### config.mk
export PLATFORM = sky130hd
export DESIGN_NAME = eps_greedy_gen
export DESIGN_NICKNAME = d
export VERILOG_FILES = /design/src/rtl/eps_greedy_gen.sv
export SDC_FILE = /design/constraint.sdc
export NUM_CORES = 1
export LEC_CHECK = 0
export CAP_MARGIN = 5
export CELL_PAD_IN_SITES_DETAIL_PLACEMENT = 1
export CELL_PAD_IN_SITES_GLOBAL_PLACEMENT = 1
export CORE_MARGIN = 2
export CORE_UTILIZATION = 43
export CTS_BUF_LIST = sky130_fd_sc_hd__clkbuf_8
export CTS_CLUSTER_SIZE = 14
export DETAILED_ROUTE_END_ITERATION = 10
export PLACE_DENSITY = 0.93
export REMOVE_ABC_BUFFERS = 1
export SKIP_CTS_REPAIR_TIMING = 1
export SLEW_MARGIN = 30
export SYNTH_ARGS = -nofsm -noshare
export SYNTH_HDL_FRONTEND = slang
export SYNTH_SLANG_ARGS = --single-unit
### constraint.sdc
create_clock -name clk -period 3.3 [get_ports clk]
set_clock_uncertainty 0.2 [all_clocks]
set_input_delay 0.33 -clock clk [delete_from_list [all_inputs] [get_ports clk]]
set_output_delay 0.33 -clock clk [all_outputs]
set_load 0.02 [all_outputs]
### src/rtl/eps_greedy_gen.sv
// Epsilon-greedy sample generator: a 16-bit Fibonacci LFSR produces Arand and Asel, and epsilon decays once per episode.
// Optional build macro EPS_GREEDY_SEED_LOAD_EN adds the seed_load/seed_in ports for runtime LFSR reseeding.
`timescale 1ns/1ps
module eps_greedy_gen #(
    parameter int unsigned         LFSR_W      = 16,
    parameter logic [LFSR_W-1:0]   SEED        = 16'hACE1,
    parameter int unsigned         EPS_W       = 16,
    parameter logic [EPS_W-1:0]    EPS_INIT    = 16'hFFFF,
    parameter logic [EPS_W-1:0]    EPS_MIN     = 16'h0CCD,
    parameter int unsigned         DECAY_SHIFT = 4
) (
    input  logic              clk,
    input  logic              rst,
    input  logic              step,
    input  logic              episode_done,
    input  logic              learning,
`ifdef EPS_GREEDY_SEED_LOAD_EN
    input  logic              seed_load,
    input  logic [LFSR_W-1:0] seed_in,
`endif
    output logic [1:0]        Arand,
    output logic              Asel,
    output logic              valid,
    output logic [EPS_W-1:0]  epsilon,
    output logic [15:0]       episode_cnt,
    output logic              at_floor
);

    typedef enum logic [0:0] {
        ST_DECAY = 1'b0,
        ST_FLOOR = 1'b1
    } state_t;

    // An all-zero seed would lock the LFSR, so it is replaced by 1.
    localparam logic [LFSR_W-1:0] SEED_EFF      = (SEED == '0) ? LFSR_W'(1) : SEED;
    localparam bit                INIT_AT_FLOOR = (EPS_INIT <= EPS_MIN);
    localparam logic [EPS_W-1:0]  EPS_RESET     = INIT_AT_FLOOR ? EPS_MIN : EPS_INIT;
    localparam state_t            STATE_RESET   = INIT_AT_FLOOR ? ST_FLOOR : ST_DECAY;

    logic [LFSR_W-1:0] lfsr_q, lfsr_d;
    logic [EPS_W-1:0]  eps_q, eps_d;
    state_t            state_q, state_d;
    logic [1:0]        arand_q, arand_d;
    logic              asel_q, asel_d;
    logic              valid_q, valid_d;
    logic [15:0]       cnt_q, cnt_d;

    logic              fb;
    logic [LFSR_W-1:0] lfsr_adv;
    logic [EPS_W-1:0]  rnd;
    logic [EPS_W-1:0]  eps_dec;
    logic [EPS_W-1:0]  eps_nxt;
    logic              ep_en;
    logic              seed_load_w;
    logic [LFSR_W-1:0] seed_val_w;

`ifdef EPS_GREEDY_SEED_LOAD_EN
    assign seed_load_w = seed_load;
    assign seed_val_w  = (seed_in == '0) ? LFSR_W'(1) : seed_in;
`else
    assign seed_load_w = 1'b0;
    assign seed_val_w  = SEED_EFF;
`endif

    always_comb begin
        fb       = lfsr_q[15] ^ lfsr_q[14] ^ lfsr_q[12] ^ lfsr_q[3];
        lfsr_adv = (lfsr_q == '0) ? LFSR_W'(1) : {lfsr_q[LFSR_W-2:0], fb};
        rnd      = lfsr_adv[LFSR_W-1 -: EPS_W];
    end

    // Output handshake: valid is a one-cycle strobe with no ready; a consumer
    // must take Arand/Asel in the cycle valid is high. Back-to-back steps keep
    // valid high with a fresh sample every cycle. Arand/Asel hold otherwise.
    always_comb begin
        lfsr_d  = lfsr_q;
        arand_d = arand_q;
        asel_d  = asel_q;
        valid_d = 1'b0;
        if (seed_load_w) begin
            lfsr_d = seed_val_w;
        end else if (step) begin
            lfsr_d  = lfsr_adv;
            arand_d = lfsr_adv[1:0];
            asel_d  = (rnd >= eps_q);
            valid_d = 1'b1;
        end
    end

    // Epsilon FSM; the sample above always sees eps_q from before this edge's decay.
    always_comb begin
        state_d = state_q;
        eps_d   = eps_q;
        cnt_d   = cnt_q;
        eps_dec = eps_q >> DECAY_SHIFT;
        eps_nxt = eps_q - eps_dec;
        ep_en   = episode_done & learning;

        if (ep_en && (cnt_q != 16'hFFFF)) begin
            cnt_d = cnt_q + 16'd1;
        end

        case (state_q)
            ST_DECAY: begin
                if (ep_en) begin
                    if ((eps_dec == '0) || (eps_nxt <= EPS_MIN)) begin
                        eps_d   = EPS_MIN;
                        state_d = ST_FLOOR;
                    end else begin
                        eps_d = eps_nxt;
                    end
                end
            end
            ST_FLOOR: begin
                eps_d = EPS_MIN;
            end
            default: begin
                state_d = STATE_RESET;
                eps_d   = EPS_RESET;
            end
        endcase
    end

    always_ff @(posedge clk) begin
        if (!rst) begin
            lfsr_q  <= SEED_EFF;
            eps_q   <= EPS_RESET;
            state_q <= STATE_RESET;
            arand_q <= 2'd0;
            asel_q  <= 1'b0;
            valid_q <= 1'b0;
            cnt_q   <= 16'd0;
        end else begin
            lfsr_q  <= lfsr_d;
            eps_q   <= eps_d;
            state_q <= state_d;
            arand_q <= arand_d;
            asel_q  <= asel_d;
            valid_q <= valid_d;
            cnt_q   <= cnt_d;
        end
    end

    assign Arand       = arand_q;
    assign Asel        = asel_q;
    assign valid       = valid_q;
    assign epsilon     = eps_q;
    assign episode_cnt = cnt_q;
    assign at_floor    = (state_q == ST_FLOOR);

endmodule

==> metrics.yaml <==
setup_path:
  required_ns: 3.31
  reg2reg_depth: 9
  critPathSlowestCell: "a21oi_1"
  max_stage_delay_ns: 0.46
  cp-end-kind: "register"
  cp-start-kind: "register"
  crit_type: "reg -> reg"
  crit_chain: "buf_4 -> ha_1 -> a21oi_1 -> a31oi_4 -> xnor2_1 -> a311oi_2 -> o311ai_4 -> a21oi_2 -> a221o_1"
  cp_data_arrival_time_ns: 3.25
  crit_fanout: 6
layout:
  layout.cells.non_filler: 514
  fin_area_um2: 3974
  layout_common_cells: "51 x dfxtp_1, 41 x clkdlybuf4s50_1, 33 x nor2_1"
  drive_gt1_share_pct: 9.157
  num_antenna_cells: 0
  final_common_cell: "dfxtp_1"
  finalNetCount: 451
  area_delta_synth_final_pct: 21.73
power:
  power_per_cell_area_nw_per_um2: 619.2
  p_leak_nw: 1.723
  fin_total_pwr_mw: 2.460
  ir_drop_mv: 0.2681
sta:
  worst_slew_pin_slew_ns: 0.9662
  hold_viol_final: 0
  fin_ws_ns: 0.05556
  fmax_mhz: 308.2
  drv_slew: 0
  finalCriticalPeriod_ns: 3.244
  finalCritPeriodShare_pct: 98.32
  setup_viol: 0
  relSlewSlack_pct: 35.59
  finalSetupTns_ns: 0
route:
  wl_mm: 10.11
  drc_errors: 0
  drt_first_pass_iters: 4
  post_drt_wl_per_cell_um: 19.68
  drt_iter0_markers: 173
  drtAntennaViolNets: 0
  vias_per_cell: 5.862
  num_vias: 3013
floorplan:
  start_util_pct: 44.77
  die_w_um: 91.13
  die_y_um: 91.13
  fp-row-count: 31
  core-area_um2: 7292
  die-area_um2: 8305
  ioPinCount: 42
clocking:
  clk_root_buffer_cell: "clkbuf_8"
  cts_buffers: 5
  cts_tree: "yes"
  clk_latency_ns: 0.31
  clk_path_buf_depth: 2
  htree_levels: 2
  path_clk_slew_ns: 0.10
  clock_sinks: 52
global_route:
  first_global_vias: 3204
  grt_max_degree: 27
  grt.overflow.total: 0
  grt_pass1_wl_mm: 16.45
  antenna_found_initial: 0
  grtUsageTotal_pct: 24.83
place:
  dp_hpwl_mm: 7.311
  port_buffers: 41
  gp_congestion: 0.9387
  placed_cell_area_um2: 3774
  post-place-cells: 506
  place_ws_ns: 0.08978
hold_path:
  hold_class: "reg -> reg"
  hold_depth: 2
logic_synthesis:
  synth_edf_count: 0
  synth.area.top_cells: "dfxtp_1 32%, ha_1 12%, mux2i_1 4.6%"
  ys_async_sr_fraction_pct: 0
  avgSynthCellArea_um2: 8.523
  synth-seq-area-share_pct: 31.89
  ys_ff_latch: 52
  yosysTopAreaCell: "dfxtp_1"
  syn-cell-area_um2: 3264
  yosys_most_used_dff: "dfxtp_1"
  ys_warn_count: 0
  synthCells: 383
  synth_top_cell_area_share_pct: 31.89
  synth.distinct_cells: 58
flow_run:
  maxCapViolCount: 0
run_status:
  outcome: "finished, final reports clean"
## through the flow
step | hold WS, ns | util [%]
floorplan | 0.1919 | -
global placement | 0.2840 | 51.75
detailed placement | 0.2876 | 51.75
CTS | 0.3254 | 53.93
global route | 0.3620 | 54.50
finish | 0.3183 | 54.50
## where the power goes
part	internal (mW)	leakage, nW	switching, mW	total [mW]
sequential	0.674	0.426	0.0588	0.733
combinational	0.446	1.22	0.678	1.12
clock	0.379	0.0784	0.225	0.604
## Yosys cell counts, drive strengths merged, types with 3 or more instances
cell    instances
nand2b          3
and2           10
xor2           10
nor2           34
a32oi           3
mux2i          15
ha             31
clkbuf         25
nand4           7
a21o            9
nor4            3
nand2          26
a31oi           5
buf             4
xnor2          16
inv            29
o21ai          12
a21oi          20
nor3           13
nand3          11
dfxtp          52
a211oi          3
a221o           6
## sequential cells by signal (all words and copies together) (netlist names)
signal and flops:
Arand 1, epsilon 16, lfsr_q 16, episode_cnt 16
Asel 1, at_floor 1, valid 1
## final cells by class
| cell class | count | area (um^2) |
|---|---|---|
| clock buffer | 5 | 68.82 |
| clock inverter | 3 | 90.09 |
| fill | 885 | 3318 |
| inverter | 29 | 108.9 |
| multi-input combinational | 273 | 2039 |
| sequential | 52 | 1042 |
| tap | 99 | 123.9 |
| timing repair buffer | 53 | 500.5 |
## routing by layer
metal  wire length, um  global-route usage, %  vias to the layer above
met1              4140                  29.26                     1476
met5                 0                      0                        -
met4               373                  11.74                        0
li1                  -                      -                     1412
met2              5168                  43.40                       93
met3               432                  4.481                       32
## cells by family after synthesis
family                   share of synthesized area (%)
AND/OR/NAND/NOR                                  17.71
AO/OA/AOI/OAI                                    19.47
buffers and inverters                            6.861
flip-flops                                       31.89
adder cells (fa/ha/maj)                          12.50
XOR/XNOR                                         6.976
multiplexers                                     4.599
## critical path: cells and delay by family, from the launching register on
kind | cells | cell delay [ns]
flops | 1 | 0.33
compound gates | 6 | 1.73
fa+ha+maj | 1 | 0.39
buf+inv | 1 | 0.17
xor+xnor | 1 | 0.31
## path summary, 6_finish.rpt
check	startpoint	to	slack, ns
max reg2reg	epsilon[4]	epsilon[9]	0.06
min reg2reg	lfsr_q[15]	lfsr_q[15]	0.32
max	epsilon[4]	epsilon[9]	0.06
min	lfsr_q[15]	lfsr_q[15]	0.32
Note: power is estimated with default switching activity, not from simulation.
